File: src/rtl/button_pkg.sv
// Shared constants and helpers for the multi-channel button debouncer.
// State codes name the implicit per-channel debounce phases.
package button_pkg;

  localparam int DEF_DEBOUNCE_CLK_CNT = 65536;
  localparam int DEF_SYNC_STAGES      = 2;

  localparam logic [1:0] ST_IDLE       = 2'd0;
  localparam logic [1:0] ST_QUAL_PRESS = 2'd1;
  localparam logic [1:0] ST_PRESSED    = 2'd2;
  localparam logic [1:0] ST_QUAL_REL   = 2'd3;

  function automatic int cnt_width(input int n);
    int w;
    w = $clog2(n);
    return (w < 1) ? 1 : w;
  endfunction

endpackage

File: src/rtl/debounce_channel.sv
// One debounced button: synchroniser, symmetric filter,
// press/release pulses and optional long-press pulse.
module debounce_channel
  import button_pkg::*;
#(
  parameter int DEBOUNCE_CLK_CNT   = DEF_DEBOUNCE_CLK_CNT,
  parameter int SYNC_STAGES        = DEF_SYNC_STAGES,
  parameter bit ACTIVE_LOW_IN      = 1'b0,
  parameter int LONG_PRESS_CLK_CNT = 0
) (
  input  logic clk,
  input  logic reset,
  input  logic btn_in,
  output logic btn_state,
  output logic btn_press,
  output logic btn_release,
  output logic btn_long
);

  localparam int CW = cnt_width(DEBOUNCE_CLK_CNT);
  localparam logic [CW-1:0] CNT_LAST = CW'(DEBOUNCE_CLK_CNT - 1);
  localparam logic [CW-1:0] CNT_ONE  = CW'(1);

  logic [SYNC_STAGES-1:0] sync;
  logic [CW-1:0]          cnt;
  logic                   s;
  logic                   diff;
  logic                   done;
  logic [1:0]             dbg_state;

  assign s    = sync[SYNC_STAGES-1] ^ ACTIVE_LOW_IN;
  assign diff = s ^ btn_state;
  assign done = diff && (cnt == CNT_LAST);

  always_ff @(posedge clk or negedge reset) begin
    if (!reset) begin
      sync <= {SYNC_STAGES{ACTIVE_LOW_IN}};
    end else begin
      sync <= {sync[SYNC_STAGES-2:0], btn_in};
    end
  end

  // any cycle of agreement restarts qualification
  always_ff @(posedge clk or negedge reset) begin
    if (!reset) begin
      btn_state   <= 1'b0;
      btn_press   <= 1'b0;
      btn_release <= 1'b0;
      cnt         <= '0;
    end else begin
      btn_press   <= done && s;
      btn_release <= done && !s;
      if (!diff) begin
        cnt <= '0;
      end else if (done) begin
        btn_state <= s;
        cnt       <= '0;
      end else begin
        cnt <= cnt + CNT_ONE;
      end
    end
  end

  generate
    if (LONG_PRESS_CLK_CNT > 0) begin : g_long
      localparam int HW = cnt_width(LONG_PRESS_CLK_CNT + 1);
      localparam logic [HW-1:0] HOLD_MAX  = HW'(LONG_PRESS_CLK_CNT);
      localparam logic [HW-1:0] HOLD_FIRE = HW'(LONG_PRESS_CLK_CNT - 1);
      localparam logic [HW-1:0] HOLD_ONE  = HW'(1);

      logic [HW-1:0] hold;

      always_ff @(posedge clk or negedge reset) begin
        if (!reset) begin
          hold     <= '0;
          btn_long <= 1'b0;
        end else begin
          btn_long <= btn_state && (hold == HOLD_FIRE);
          if (!btn_state) begin
            hold <= '0;
          end else if (hold != HOLD_MAX) begin
            hold <= hold + HOLD_ONE;
          end
        end
      end
    end else begin : g_no_long
      assign btn_long = 1'b0;
    end
  endgenerate

  always_comb begin
    dbg_state = ST_IDLE;
    unique case (1'b1)
      !btn_state && !diff: dbg_state = ST_IDLE;
      !btn_state &&  diff: dbg_state = ST_QUAL_PRESS;
       btn_state && !diff: dbg_state = ST_PRESSED;
      default:             dbg_state = ST_QUAL_REL;
    endcase
  end

  a_press_src: assert property (
    @(posedge clk) disable iff (!reset)
    btn_press |-> $past(dbg_state) == ST_QUAL_PRESS);

  a_rel_src: assert property (
    @(posedge clk) disable iff (!reset)
    btn_release |-> $past(dbg_state) == ST_QUAL_REL);

endmodule

File: src/rtl/button_debouncer_multi.sv
// NUM_CH independent button debouncers in one clock domain.
// Wiring only; each channel is self-contained.
module button_debouncer_multi
  import button_pkg::*;
#(
  parameter int NUM_CH             = 4,
  parameter int DEBOUNCE_CLK_CNT   = DEF_DEBOUNCE_CLK_CNT,
  parameter int SYNC_STAGES        = DEF_SYNC_STAGES,
  parameter bit ACTIVE_LOW_IN      = 1'b0,
  parameter int LONG_PRESS_CLK_CNT = 0
) (
  input  logic              clk,
  input  logic              reset,
  input  logic [NUM_CH-1:0] btn_in,
  output logic [NUM_CH-1:0] btn_state,
  output logic [NUM_CH-1:0] btn_press,
  output logic [NUM_CH-1:0] btn_release,
  output logic [NUM_CH-1:0] btn_long
);

  generate
    if (NUM_CH < 1 || DEBOUNCE_CLK_CNT < 2 || SYNC_STAGES < 2)
    begin : g_bad_params
      $fatal(1, "button_debouncer_multi: illegal parameters");
    end
  endgenerate

  for (genvar i = 0; i < NUM_CH; i++) begin : g_ch
    debounce_channel #(
      .DEBOUNCE_CLK_CNT   (DEBOUNCE_CLK_CNT),
      .SYNC_STAGES        (SYNC_STAGES),
      .ACTIVE_LOW_IN      (ACTIVE_LOW_IN),
      .LONG_PRESS_CLK_CNT (LONG_PRESS_CLK_CNT)
    ) u_ch (
      .clk         (clk),
      .reset       (reset),
      .btn_in      (btn_in[i]),
      .btn_state   (btn_state[i]),
      .btn_press   (btn_press[i]),
      .btn_release (btn_release[i]),
      .btn_long    (btn_long[i])
    );
  end

endmodule

File: config.mk
export PLATFORM = sky130hd
export DESIGN_NAME = button_debouncer_multi
export DESIGN_NICKNAME = d
export VERILOG_FILES = /design/src/rtl/button_pkg.sv /design/src/rtl/debounce_channel.sv /design/src/rtl/button_debouncer_multi.sv
export SDC_FILE = /design/constraint.sdc
export NUM_CORES = 1
export LEC_CHECK = 0
export BUFFER_PORTS_ARGS = -buffer_cell sky130_fd_sc_hd__buf_2
export CELL_PAD_IN_SITES_DETAIL_PLACEMENT = 0
export CELL_PAD_IN_SITES_GLOBAL_PLACEMENT = 1
export CORE_ASPECT_RATIO = 1.25
export CORE_UTILIZATION = 52
export CTS_CLUSTER_DIAMETER = 200
export DETAILED_ROUTE_END_ITERATION = 12
export PLACE_DENSITY_LB_ADDON = 0.1
export SLEW_MARGIN = 20
export SYNTH_ARGS = -nofsm -noshare
export SYNTH_HDL_FRONTEND = slang
export SYNTH_SLANG_ARGS = --single-unit
File: constraint.sdc
create_clock -name clk -period 6.1 [get_ports clk]
set_input_delay 0.915 -clock clk [delete_from_list [all_inputs] [get_ports clk]]
set_output_delay 0.915 -clock clk [all_outputs]
set_load 0.1 [all_outputs]
Word level (Yosys, flattened, before mapping)
Index checks and enable logic that the tools add are counted.
{"block": "classes", "bitwise": 4, "reduce_logical": 20, "n_eq_ne": 4, "muxes": 8, "shifts": 0, "div_mod_pow": 0, "n_mul": 0, "n_addsub": 4, "n_lt_le_gt_ge": 0}
{"operator": "two-way mux 16 bit", "n": 8}
{"operator": "adder 16 x 1 -> 16 bit (second input constant)", "n": 4}
{"operator": "equality test 16 bit (second input constant)", "n": 4}
{"operator": "logical AND 1 bit", "n": 12}
{"operator": "AND reduction 2 bit", "n": 4}
{"operator": "logical NOT 1 bit", "n": 4}
{"operator": "XOR 1 bit", "n": 4}
{"block": "word_totals", "rom_bits": 0, "memories": 0, "in_bits": 6, "latchBits": 0, "out_inout_bits": 16, "reg_bits": 84, "wordCells": 60, "ram_bits": 0}

Depth between registers and ports, before layout
{"block": "logic_depth", "word_depth": 4, "depth_mapped": 7}

By module
Synthesis repeated with hierarchy kept, for this count alone.
{"block": "hier_totals", "cells_unflattened": 364, "area_unflattened_um2": 3833.7}
{"module": "debounce_channel", "seq_area_each_um2": 525.5, "area_each_um2": 958.4, "cells_each": 91, "instances": 4}

Least setup slack after synthesis
Ideal clock, no wire load.
{"block": "synth_path", "path_type": "reg-to-reg", "start": "register g_ch[3].u_ch.cnt[0]", "end": "register g_ch[3].u_ch.btn_state", "t_required_ns": 5.972, "path_slack_ns": 4.126, "path_buffers": 1, "setup_ns": 0.128, "stages_incl_launch_ff": 7, "t_arrival_ns": 1.846, "path_cell_list": "dfrtp_1 > ha_1 > nand3_1 > or4_4 > buf_6 > nor3_1 > mux2_1"}
{"block": "synth_between", "elab_chain_len": 3}
{"element": "start, declared", "line_no": "debounce_channel.sv:25", "rtl": "logic [CW-1:0] cnt;"}
{"element": "start signal, assigned", "line_no": "debounce_channel.sv:59", "rtl": "cnt <= cnt + CNT_ONE;"}
{"element": "equality test 16 bit", "line_no": "debounce_channel.sv:33", "rtl": "assign done = diff && (cnt == CNT_LAST);"}
{"element": "logical AND 1 bit", "line_no": "debounce_channel.sv:33"}
{"element": "AND reduction 2 bit (no line)"}
{"element": "end signal, assigned", "line_no": "debounce_channel.sv:56", "rtl": "btn_state <= s;"}
{"element": "end, declared", "line_no": "debounce_channel.sv:14", "rtl": "output logic btn_state,"}
No other way between the ends.
A chain may end at the register's enable or synchronous reset.

Worst setup path after layout
{"block": "layout_path", "start": "register g_ch[1].u_ch.cnt[0]", "end": "register g_ch[1].u_ch.cnt[10]"}
{"block": "layout_between", "elab_chain_len": 4, "elab_cells_between_ends": 5, "cone_classes": "1 x add/sub; 1 x eq/ne; 2 x mux; 1 x reduce/logical"}
{"element": "start, declared", "line_no": "debounce_channel.sv:25"}
{"element": "start signal, assigned", "line_no": "debounce_channel.sv:59"}
{"element": "branches (longest 2 deep; another with adder 16 x 1 -> 16 bit)"}
{"element": "two-way mux 16 bit (*)", "line_no": "debounce_channel.sv:55", "rtl": "end else if (done) begin"}
{"element": "two-way mux 16 bit (*)", "line_no": "debounce_channel.sv:53", "rtl": "if (!diff) begin"}
Every way passes the cells marked *.

==> impl_metrics.csv <==
group,metric,value,unit
run_status,status,"finished, final reports clean",
worst_setup_path,r2r_start,"g_ch[1].u_ch.cnt[0]$_DFF_PN0_",
synth,netlist_area,3839,um^2
grt,grtUsageTotal,17.89,%
placement,dp_cells,454,
timing,slew_viol_final,0,
cells_and_area,finish.net_count,385,
worst_setup_path,cp_num_cells,5,
cells_and_area,antenna_cells,0,
synth,synth_largest_area_cell,"dfrtp_1",
cells_and_area,drive_gt1_share,10.26,%
timing,worst_pin_slew,0.7301,ns
timing,finalHoldViolations,0,
grt,antenna_found_initial,0,
hold_path,hp-class,"flip-flop to flip-flop",
synth,seq_area_frac_synth,54.76,%
timing,setup_viol,0,
synth,synth_warnings,0,
floorplan,coreArea,7062,um^2
routing,drt_iter0_markers,131,
routing,drc,0,
worst_setup_path,critPathKind,"flip-flop to flip-flop",
cells_and_area,syn_to_final_growth,6.975,%
worst_setup_path,arrival,2.44,ns
worst_setup_path,crit_path_start_kind,"flip-flop",
timing,slew_headroom,51.33,%
worst_setup_path,worstPathRequired,6.31,ns
clock_network,clkSinkCount,84,
timing,fin_crit_sh,36.52,%
clock_network,post_cts_buffers,0,
cells_and_area,layout_common_cells,"84 x dfrtp_1, 69 x nor2_1, 41 x xnor2_1",
worst_setup_path,reg2reg_to,"g_ch[1].u_ch.cnt[10]$_DFF_PN0_",
run,maxCapViolCount,0,
floorplan,dieWidth,78.85,um
routing,num_vias,2440,
cells_and_area,fin_cells,470,
power,p_leak,1.752,nW
floorplan,num_rows,34,
timing,fin_crit,2.228,ns
synth,synthTopCellsByArea,"dfrtp_1 55%, xnor2_1 9.4%, nor2_1 6.7%, xor2_1 3.9%, buf_4 3.5%",
clock_network,cts_tree,"built",
worst_setup_path,worstSetupEndpoint,"g_ch[1].u_ch.cnt[10]$_DFF_PN0_",
grt,grt-ovfl-total,0,
grt,grt_max_degree,85,
placement,gp_congestion,0.7172,
worst_setup_path,crit_family,"simple AND/OR/NAND/NOR gates",
timing,rsz0062_at_grt,"false",
power,p_per_area,254.5,nW/um^2
placement,dpl.hpwl,3925,um
clock_network,cts_root_buffer,"clkbuf_8",
timing,fmax,448.9,MHz
synth,synth_seq_cells,84,
floorplan,chipHeight,98.06,um
worst_setup_path,worst-r2r-cell-count,5,
worst_setup_path,crit_fanout,15,
worst_setup_path,cp-end-kind,"flip-flop",
clock_network,cts_made_buffers,9,
grt,grt_pass1_vias,2402,
synth,synth.distinct_cells,33,
power,fin_total_pwr,1.045,mW
synth,synthCells,367,
routing,drtPass1Iterations,4,
placement,placedInstanceArea,3885,um^2
power,ir_drop,0.0001302,V
synth,syn_avg_cell_area,10.46,um^2
clock_network,clkTransAtPathRegs,0.08,ns
timing,setup_tns,0,ns
worst_setup_path,r2r_slack,3.87,ns
floorplan,dieArea,7732,um^2
worst_setup_path,cpPeakStageDelay,0.69,ns
clock_network,clock_path_buffers,2,
synth,synth_top_area_share,54.76,%
routing,ant_nets,0,
worst_setup_path,timing.critical_path.buf_inv,0,
worst_setup_path,worstPathCellList,"ha_1 > nand4_1 > or4_1 > nand2_1 > nor2_1",
routing,wl_per_cell,12.71,um
timing,fin_skew,0.009613,ns
cells_and_area,final_core_util,58.15,%
cells_and_area,layout_commonest_cell,"dfrtp_1",
routing,routed_via_density,5.191,
clock_network,clk_latency,0.35,ns
placement,io_buffers,17,
floorplan,io-pin-count,22,
routing,finalWirelength,5974,um
worst_setup_path,slowest_stage,"or4_1",
worst_setup_path,cp-startpoint,"g_ch[1].u_ch.cnt[0]$_DFF_PN0_",
floorplan,initial_utilization,54.36,%
grt,grt_pass1_wl,10640,um
clock_network,cts_resized,0,
cells_and_area,final_area,4106,um^2
clock_network,hold_buffers,0,
clock_network,htreeDepth,3,
[flip-flops by register name (all words and copies together) (netlist names)]
name,flops
g_ch.u_ch.sync,8
g_ch.u_ch.btn_release,4
g_ch.u_ch.btn_press,4
g_ch.u_ch.btn_state,4
g_ch.u_ch.cnt,64
[cells in the mapped netlist (all sizes together)]
| master | n |
|---|---|
| nand2 | 17 |
| nor3b | 5 |
| xnor2 | 41 |
| inv | 11 |
| xor2 | 17 |
| conb | 1 |
| dfrtp | 84 |
| and3b | 1 |
| a21oi | 2 |
| nor2 | 69 |
| buf | 21 |
| and2 | 1 |
| mux2 | 5 |
| or3 | 2 |
| clkbuf | 2 |
| o21ai | 3 |
| nand4 | 20 |
| or4 | 3 |
| nor2b | 1 |
| nand3 | 21 |
| nor4 | 11 |
| and3 | 6 |
| a31o | 1 |
| nor3 | 14 |
| and4 | 4 |
| ha | 4 |
[area by class of cell]
| cell class | count | area (um^2) |
|---|---|---|
| tap | 90 | 112.6 |
| sequential | 84 | 2102 |
| inverter | 11 | 41.29 |
| multi-input combinational | 252 | 1541 |
| clock buffer | 12 | 145.1 |
| fill | 634 | 2955 |
| timing repair buffer | 17 | 91.34 |
| clock inverter | 4 | 72.57 |
[metal layers]
layer / vias to the layer above / global-route usage [%] / share of wire [%]
met5: - / 0 / 0
met4: 0 / 10.07 / 2.0
met1: 1175 / 22.43 / 48
met2: 21 / 29.10 / 48
met3: 7 / 3.178 / 2.3
li1: 1237 / - / -
[kinds of logic after synthesis]
group | share of synthesized area, %
flops | 54.76
other cells | 0.09769
simple gates | 22.78
buf+inv | 5.378
compound gates | 0.9779
xor+xnor | 13.23
mux | 1.467
fa+ha+maj | 1.304
[per-stage QoR]
step / setup slack [ns] / hold slack [ns]
3_3_place_gp: 3.921 / 0.3349
5_1_grt: 3.665 / 0.3610
3_5_place_dp: 3.862 / 0.3347
6_report: 3.872 / 0.3510
4_1_cts: 3.847 / 0.3525
2_1_floorplan: 4.126 / 0.3312
[worst min-delay path by stage]
stage | start | to | slack [ns] | cells after the start
3_5_place_dp | g_ch[3].u_ch.sync[0]$_DFF_PN0_ | g_ch[3].u_ch.sync[1]$_DFF_PN0_ | 0.33 | 0
3_3_place_gp | g_ch[3].u_ch.sync[0]$_DFF_PN0_ | g_ch[3].u_ch.sync[1]$_DFF_PN0_ | 0.33 | 0
4_1_cts | g_ch[3].u_ch.sync[0]$_DFF_PN0_ | g_ch[3].u_ch.sync[1]$_DFF_PN0_ | 0.35 | 0
5_1_grt | g_ch[0].u_ch.sync[0]$_DFF_PN0_ | g_ch[0].u_ch.sync[1]$_DFF_PN0_ | 0.36 | 0
6_report | g_ch[3].u_ch.sync[0]$_DFF_PN0_ | g_ch[3].u_ch.sync[1]$_DFF_PN0_ | 0.35 | 0
2_1_floorplan | g_ch[0].u_ch.sync[0]$_DFF_PN0_ | g_ch[0].u_ch.sync[1]$_DFF_PN0_ | 0.33 | 0
[where the power goes]
group	internal (mW)	total (mW)	switching, mW	leakage [nW]
clock	0.242	0.429	0.187	0.107
combinational	0.00914	0.0423	0.0332	0.500
sequential	0.565	0.574	0.00840	1.15
total	0.816	1.05	0.229	1.75
Power figures use the tool's default switching activity.
